==> config.mk <==
export PLATFORM = sky130hd
export DESIGN_NAME = opcode_fetch_unit
export DESIGN_NICKNAME = d
export VERILOG_FILES = /design/src/rtl/opcode_fetch_unit.sv
export SDC_FILE = /design/constraint.sdc
export NUM_CORES = 1
export LEC_CHECK = 0
export CAP_MARGIN = 20
export CORE_AREA = 8 8 91 134
export CTS_BUF_LIST = sky130_fd_sc_hd__clkbuf_8 sky130_fd_sc_hd__clkbuf_16
export CTS_CLUSTER_SIZE = 12
export DETAILED_ROUTE_END_ITERATION = 8
export DIE_AREA = 0 0 99 142
export PLACE_DENSITY = 0.64
export SKIP_LAST_GASP = 1
export SLEW_MARGIN = 10
export SYNTH_ARGS = -nofsm -noshare
export SYNTH_HDL_FRONTEND = slang
export SYNTH_SLANG_ARGS = --single-unit
==> constraint.sdc <==
create_clock -name clk -period 4.6 [get_ports clk]
set_input_delay 0.92 -clock clk [delete_from_list [all_inputs] [get_ports clk]]
set_output_delay 0.92 -clock clk [all_outputs]
set_load 0.05 [all_outputs]
==> src/rtl/opcode_fetch_unit.sv <==
// Two-byte instruction fetcher: reads a byte-wide synchronous program memory and queues
// {opcode1, opcode2, address} entries for the CPU. Define FETCH_PERF_EN to add perf counters.
module opcode_fetch_unit #(
  parameter int ADDR_W   = 8,
  parameter int DEPTH    = 2,
  parameter int RESET_PC = 0
) (
  input  logic              clk,
  input  logic              reset,
`ifdef FETCH_PERF_EN
  output logic [15:0]       fetch_count,
  output logic [15:0]       stall_count,
`endif
  output logic              mem_rd_en,
  output logic [ADDR_W-1:0] mem_addr,
  input  logic [7:0]        mem_rdata,
  output logic [7:0]        opcode1,
  output logic [7:0]        opcode2,
  output logic [ADDR_W-1:0] rom_address,
  output logic              instr_valid,
  input  logic              instr_ready,
  input  logic              redirect_en,
  input  logic [ADDR_W-1:0] redirect_addr
);

  localparam int PTR_W = $clog2(DEPTH);
  localparam int CNT_W = PTR_W + 1;
  localparam logic [ADDR_W-1:0] PC_INIT = ADDR_W'(RESET_PC);

  typedef enum logic [1:0] {F0, F1, F2, HOLD} state_t;

  state_t            state_reg;
  logic [ADDR_W-1:0] fetch_pc_reg;
  logic [7:0]        byte0_reg;
  logic [PTR_W-1:0]  wr_ptr_reg, rd_ptr_reg;
  logic [CNT_W-1:0]  count_reg;
  logic [7:0]        last_op1_reg, last_op2_reg;
  logic [ADDR_W-1:0] last_pc_reg;

  logic [7:0]        q_op1 [DEPTH];
  logic [7:0]        q_op2 [DEPTH];
  logic [ADDR_W-1:0] q_pc  [DEPTH];

  logic             pop, push, space;
  logic [CNT_W-1:0] count_next;

  assign instr_valid = (count_reg != '0);
  assign pop         = instr_valid & instr_ready;
  // A redirect kills the pair completing in F2, so it never reaches the queue.
  assign push        = (state_reg == F2) & ~redirect_en;
  assign count_next  = count_reg - CNT_W'(pop) + CNT_W'(push);
  assign space       = (count_next < CNT_W'(DEPTH));

  assign mem_rd_en = (state_reg == F0) || (state_reg == F1);
  assign mem_addr  = (state_reg == F1) ? fetch_pc_reg + ADDR_W'(1) : fetch_pc_reg;

  // With the queue empty the outputs keep showing the last instruction handed over.
  assign opcode1     = instr_valid ? q_op1[rd_ptr_reg] : last_op1_reg;
  assign opcode2     = instr_valid ? q_op2[rd_ptr_reg] : last_op2_reg;
  assign rom_address = instr_valid ? q_pc[rd_ptr_reg]  : last_pc_reg;

  always_ff @(posedge clk) begin
    if (push) begin
      q_op1[wr_ptr_reg] <= byte0_reg;
      q_op2[wr_ptr_reg] <= mem_rdata;
      q_pc[wr_ptr_reg]  <= fetch_pc_reg;
    end
  end

  always_ff @(posedge clk or posedge reset) begin
    if (reset) begin
      state_reg    <= F0;
      fetch_pc_reg <= PC_INIT;
      byte0_reg    <= 8'h00;
      wr_ptr_reg   <= '0;
      rd_ptr_reg   <= '0;
      count_reg    <= '0;
      last_op1_reg <= 8'h00;
      last_op2_reg <= 8'h00;
      last_pc_reg  <= PC_INIT;
    end else begin
      if (pop) begin
        last_op1_reg <= q_op1[rd_ptr_reg];
        last_op2_reg <= q_op2[rd_ptr_reg];
        last_pc_reg  <= q_pc[rd_ptr_reg];
      end
      if (redirect_en) begin
        state_reg    <= F0;
        fetch_pc_reg <= redirect_addr;
        wr_ptr_reg   <= '0;
        rd_ptr_reg   <= '0;
        count_reg    <= '0;
      end else begin
        if (pop)  rd_ptr_reg <= rd_ptr_reg + PTR_W'(1);
        if (push) wr_ptr_reg <= wr_ptr_reg + PTR_W'(1);
        count_reg <= count_next;
        case (state_reg)
          F0: state_reg <= F1;
          F1: begin
            byte0_reg <= mem_rdata;
            state_reg <= F2;
          end
          F2: begin
            fetch_pc_reg <= fetch_pc_reg + ADDR_W'(2);
            state_reg    <= space ? F0 : HOLD;
          end
          HOLD: if (space) state_reg <= F0;
          default: state_reg <= F0;
        endcase
      end
    end
  end

`ifdef FETCH_PERF_EN
  always_ff @(posedge clk or posedge reset) begin
    if (reset) begin
      fetch_count <= 16'h0000;
      stall_count <= 16'h0000;
    end else begin
      if (push && fetch_count != 16'hFFFF)
        fetch_count <= fetch_count + 16'd1;
      if (state_reg == HOLD && stall_count != 16'hFFFF)
        stall_count <= stall_count + 16'd1;
    end
  end
`else
  // Counters and their ports are absent in this build.
`endif

endmodule

# Yosys cells after proc, flatten, opt, wreduce, memory -nomap -nowiden
# Memories as Yosys holds them, arrays and structs flattened.
# Cells that the tools add are included.
[totals]
register_bits = 46
ram_bits = 48
in_bits = 20
wordCells = 50
mem_count = 3
[op_classes]
n_addsub = 6
magnitude_cmp = 1
n_eq_ne = 4
mux = 17
n_bitwise = 3
reduce_logical = 7
[mem_list]
columns = ["memory", "depth", "width", "rd", "rd_clocked_by_memory_dff", "write_ports", "line_no", "rtl"]
rows = [
  ["q_op1", 2, 8, 1, 0, 1, "40", "logic [7:0] q_op1 [DEPTH];"],
  ["q_op2", 2, 8, 1, 0, 1, "41", "logic [7:0] q_op2 [DEPTH];"],
  ["q_pc", 2, 8, 1, 0, 1, "42", "logic [ADDR_W-1:0] q_pc [DEPTH];"],
]
[ops]
columns = ["operator", "n"]
rows = [
  ["8-bit two-way mux", 6],
  ["8-bit by 1-bit adder with 8-bit output (second input constant)", 1],
  ["8-bit by 2-bit adder with 8-bit output (second input constant)", 1],
  ["2-bit two-way mux", 4],
  ["2-bit one-hot mux with 4 select lines", 1],
  ["2-bit nonzero test", 4],
  ["1-bit two-way mux", 6],
  ["2-bit == test (second input constant)", 2],
  ["3-bit inequality test (second input constant)", 1],
  ["1-bit adder (second input constant)", 2],
  ["2-bit by 1-bit adder with 2-bit output", 1],
  ["1-bit bitwise AND", 2],
  ["2-bit by 1-bit == test with 1-bit output (second input constant)", 1],
  ["2-bit zero test", 1],
  ["2-bit < comparator (second input constant)", 1],
  ["2-bit AND reduction", 1],
  ["2-bit by 1-bit subtractor with 2-bit output", 1],
  ["1-bit logical OR", 1],
  ["1-bit NOT", 1],
]

# Logic depth before layout (Yosys ltp)
[depth]
depth_word = 8
ltp_mapped = 9

# Least setup slack after synthesis
# OpenSTA, ideal clock, no wires.
[synth_path]
kind = "reg2out"
from = "register count_reg[1]"
to = "output opcode2[5]"
arrival_ns = 1.972
required_time_ns = 3.680
path_slack_ns = 1.708
path_stages_with_launch = 5
n_path_buf = 2
path_cell_list = "dfrtp_1 -> or2_1 -> clkbuf_1 -> clkbuf_1 -> a21oi_1"
[synth_via]
elab_chain_cells = 2
[synth_rtl]
columns = ["element", "line_no", "rtl"]
rows = [
  ["from (decl)", "36", "logic [CNT_W-1:0] count_reg;"],
  ["from (signal assigned)", "96", "count_reg <= count_next;"],
  ["2-bit nonzero test", "47", "assign instr_valid = (count_reg != '0);"],
  ["named net instr_valid", "20", "output logic instr_valid,"],
  ["8-bit two-way mux", "59", "assign opcode2 = instr_valid ? q_op2[rd_ptr_reg] : last_op2_reg;"],
  ["to (decl)", "18", "output logic [7:0] opcode2,"],
]
# The timed path passes the listed nets, and every way through them passes these cells.

# Final worst setup path
[layout_path]
from = "register rd_ptr_reg"
to = "output rom_address[2]"
[layout_via]
elab_chain_cells = 2
[layout_rtl]
columns = ["element", "line_no", "rtl"]
rows = [
  ["from (decl)", "35", "logic [PTR_W-1:0] wr_ptr_reg, rd_ptr_reg;"],
  ["from (signal assigned)", "94", "if (pop) rd_ptr_reg <= rd_ptr_reg + PTR_W'(1);"],
  ["memory 2 x 8 bit", "n/a", ""],
  ["8-bit two-way mux", "60", "assign rom_address = instr_valid ? q_pc[rd_ptr_reg] : last_pc_reg;"],
  ["to (decl)", "19", "output logic [ADDR_W-1:0] rom_address,"],
]
# No other way between the ends.

==> flow_metrics.py <==
metrics = {
    "status": {
        "outcome": "finished clean",
    },
    "critical_path": {
        "worstPathArrival_ns": 2.53,
        "crit_path_end_kind": "output pin",
        "startpoint_type": "flip-flop",
        "required_ns": 3.68,
        "path_class": "flip-flop to output pin",
        "path_max_fanout": 17,
    },
    "layout": {
        "n_fill_cell": 904,
        "drive_gt1_frac": 0.0747,
        "diodes": 0,
        "nets": 394,
        "area_growth_syn_to_layout_pct": 23.5,
        "reg.largest.list": "q_op1 (16), q_op2 (16), q_pc (16)",
    },
    "synthesis": {
        "ys_types": 30,
        "ys.flop_type": "edfxtp_1",
        "yosysTopAreaCell": "edfxtp_1",
        "synth_warnings": 0,
        "synth_top_area_share": 0.363,
        "synth_area_sq_um": 3970,
        "synthArstFlopShare": 0.489,
        "synth-edff-count": 48,
        "syn_inst": 318,
        "synth_top_cells_by_count": "48 x edfxtp_1, 46 x dfrtp_1, 33 x nand2_1",
        "syn_area_per_cell_sq_um": 12.5,
        "synth_area_leaders": "edfxtp_1 36%, dfrtp_1 29%, mux2i_1 6.3%",
        "synth-seq-cells": 94,
        "synth.most_common_cell": "edfxtp_1",
        "synth_fp_nets": 342,
        "yosysSeqAreaShare": 0.653,
    },
    "routing": {
        "ant_nets": 0,
        "wl_per_cell_microns": 14.8,
        "vias_per_cell": 4.86,
        "drtIter0Drc": 71,
        "dr.pass1.iters": 4,
        "via_count": 2407,
        "drt_wl_total_microns": 7340,
        "drcViolationCount": 0,
    },
    "timing": {
        "setup_violations": 0,
        "slew_violations": 0,
        "rsz0062_at_grt": "false",
        "max_slew_margin": 0.640,
        "hold_viol_final": 0,
        "fmax_mhz": 290,
        "layout_min_cycle_time_ns": 3.45,
        "skew_ns": 0.00672,
        "worstMarginPinSlew_ns": 0.537,
        "fin_crit_sh": 0.750,
        "fin_tns_setup_ns": 0,
    },
    "global_route": {
        "grt_pass1_wl_microns": 12100,
        "grt_pass1_vias": 2496,
        "gr-usage-all-layers": 0.113,
        "overflow": 0,
        "grt_max_degree": 51,
        "grt_antenna_before_repair": 0,
    },
    "hold_path": {
        "hold_class": "flip-flop to flip-flop",
    },
    "floorplan": {
        "die_x_microns": 99,
        "io_pins": 54,
        "core_sq_um": 10300,
        "dieHeight_microns": 142,
        "initial_core_util": 0.385,
        "die_area_sq_um": 14100,
        "num_rows": 46,
    },
    "place": {
        "place.gp.congestion": 0.719,
        "port-buffer-count": 53,
        "dp_hpwl_microns": 4920,
    },
    "clocking": {
        "cts_root_buf": "clkbuf_16",
        "insertion_delay_ns": 0.34,
        "clockBufferDepth": 2,
        "cts_max_level": 3,
        "cts_resized": 0,
        "hold_buffers": 0,
        "clk_pin_slew_ns": 0.06,
        "cts_buffers": 9,
        "tritoncts": "built",
        "postCtsSetupBuffers": 0,
        "cts.sinks": 94,
    },
    "run": {
        "maxCapViolations": 0,
    },
}
## cell families (layout without fill, tap and decap cells)
group | count (synthesis) | in the layout | share of synthesized area
AOI/OAI and AO/OA | 57 | 57 | 0.0725
xor gates and xnor gates | 12 | 12 | 0.0303
adders and majority gates | 4 | 4 | 0.0126
buffers and inverters | 24 | 81 | 0.0318
DFF | 94 | 94 | 0.653
muxes | 35 | 35 | 0.0914
and+or+nand+nor | 92 | 92 | 0.108
## cells in the final DEF (no fill, tap or decap), types with 2 or more instances in the layout
cell type	synthesis	routed
and2b_1	2	2
xnor2_1	4	4
nand2_1	33	33
ha_1	4	4
or4_1	4	4
mux2_2	2	2
nand2b_1	2	2
nor2b_1	6	6
a21oi_1	24	24
inv_1	5	6
edfxtp_1	48	48
clkinv_2	0	4
mux2_1	8	8
xor2_1	7	7
mux2i_1	25	25
nor2_2	0	2
nand3_1	4	4
nand4_1	2	2
clkdlybuf4s50_1	0	53
nand3b_1	4	4
clkbuf_16	0	9
dfrtp_1	46	46
nor2_1	32	30
buf_4	4	5
o21ai_0	31	31
## metal layers
layer,global-route usage,wire length [microns]
met4,0.0601,172
met2,0.201,3910
met3,0.0357,253
met1,0.114,3000
met5,0,0
## layout make-up
class	instances	area, sq um	area share
clock buffers	9	225	0.0459
clock inverters	7	35.0	0.00714
inverters	5	18.8	0.00383
multi-input cells	200	1270	0.258
flip-flops and latches	94	2590	0.529
well taps	120	150	0.0306
repair buffers	60	616	0.126
## path summary, 6_finish.rpt
check | start | endpoint | slack [ns] | cells after the start
worst max-delay path | rd_ptr_reg | rom_address[2] | 1.15 | 4
worst min-delay path | byte0_reg[2] | q_op1[1][2] | 0.47 | 0
worst max register to register | count_reg[1] | state_reg[0] | 2.58 | 8
worst min register to register | byte0_reg[2] | q_op1[1][2] | 0.47 | 0
max in group asynchronous | reset | last_pc_reg[3] | 3.26 | 3
min in group asynchronous | reset | last_op1_reg[2] | 0.85 | 2
## through the flow
step           setup WS (ns)  std cells   util  hold WS [ns]  cell area (sq um)
3_3_place_gp            1.48        477  0.446         0.441               4600
4_1_cts                 1.11        493  0.471         0.463               4860
6_report                1.15        495  0.476         0.465               4900
2_1_floorplan           1.71        318      -         0.435               3970
3_5_place_dp            1.47        477  0.446         0.455               4600
5_1_grt                0.977        495  0.476         0.477               4900
## worst max-delay path, stage by stage (launching register included)
cell	delay [ns]
dfrtp_1	0.61
buf_4	0.39
mux2i_1	0.14
a21oi_1	0.21
clkdlybuf4s50_1	0.83
Power is left out: the tool's default activity adds up to more than one toggle a clock period on the data nets, which glitch-free logic cannot reach.
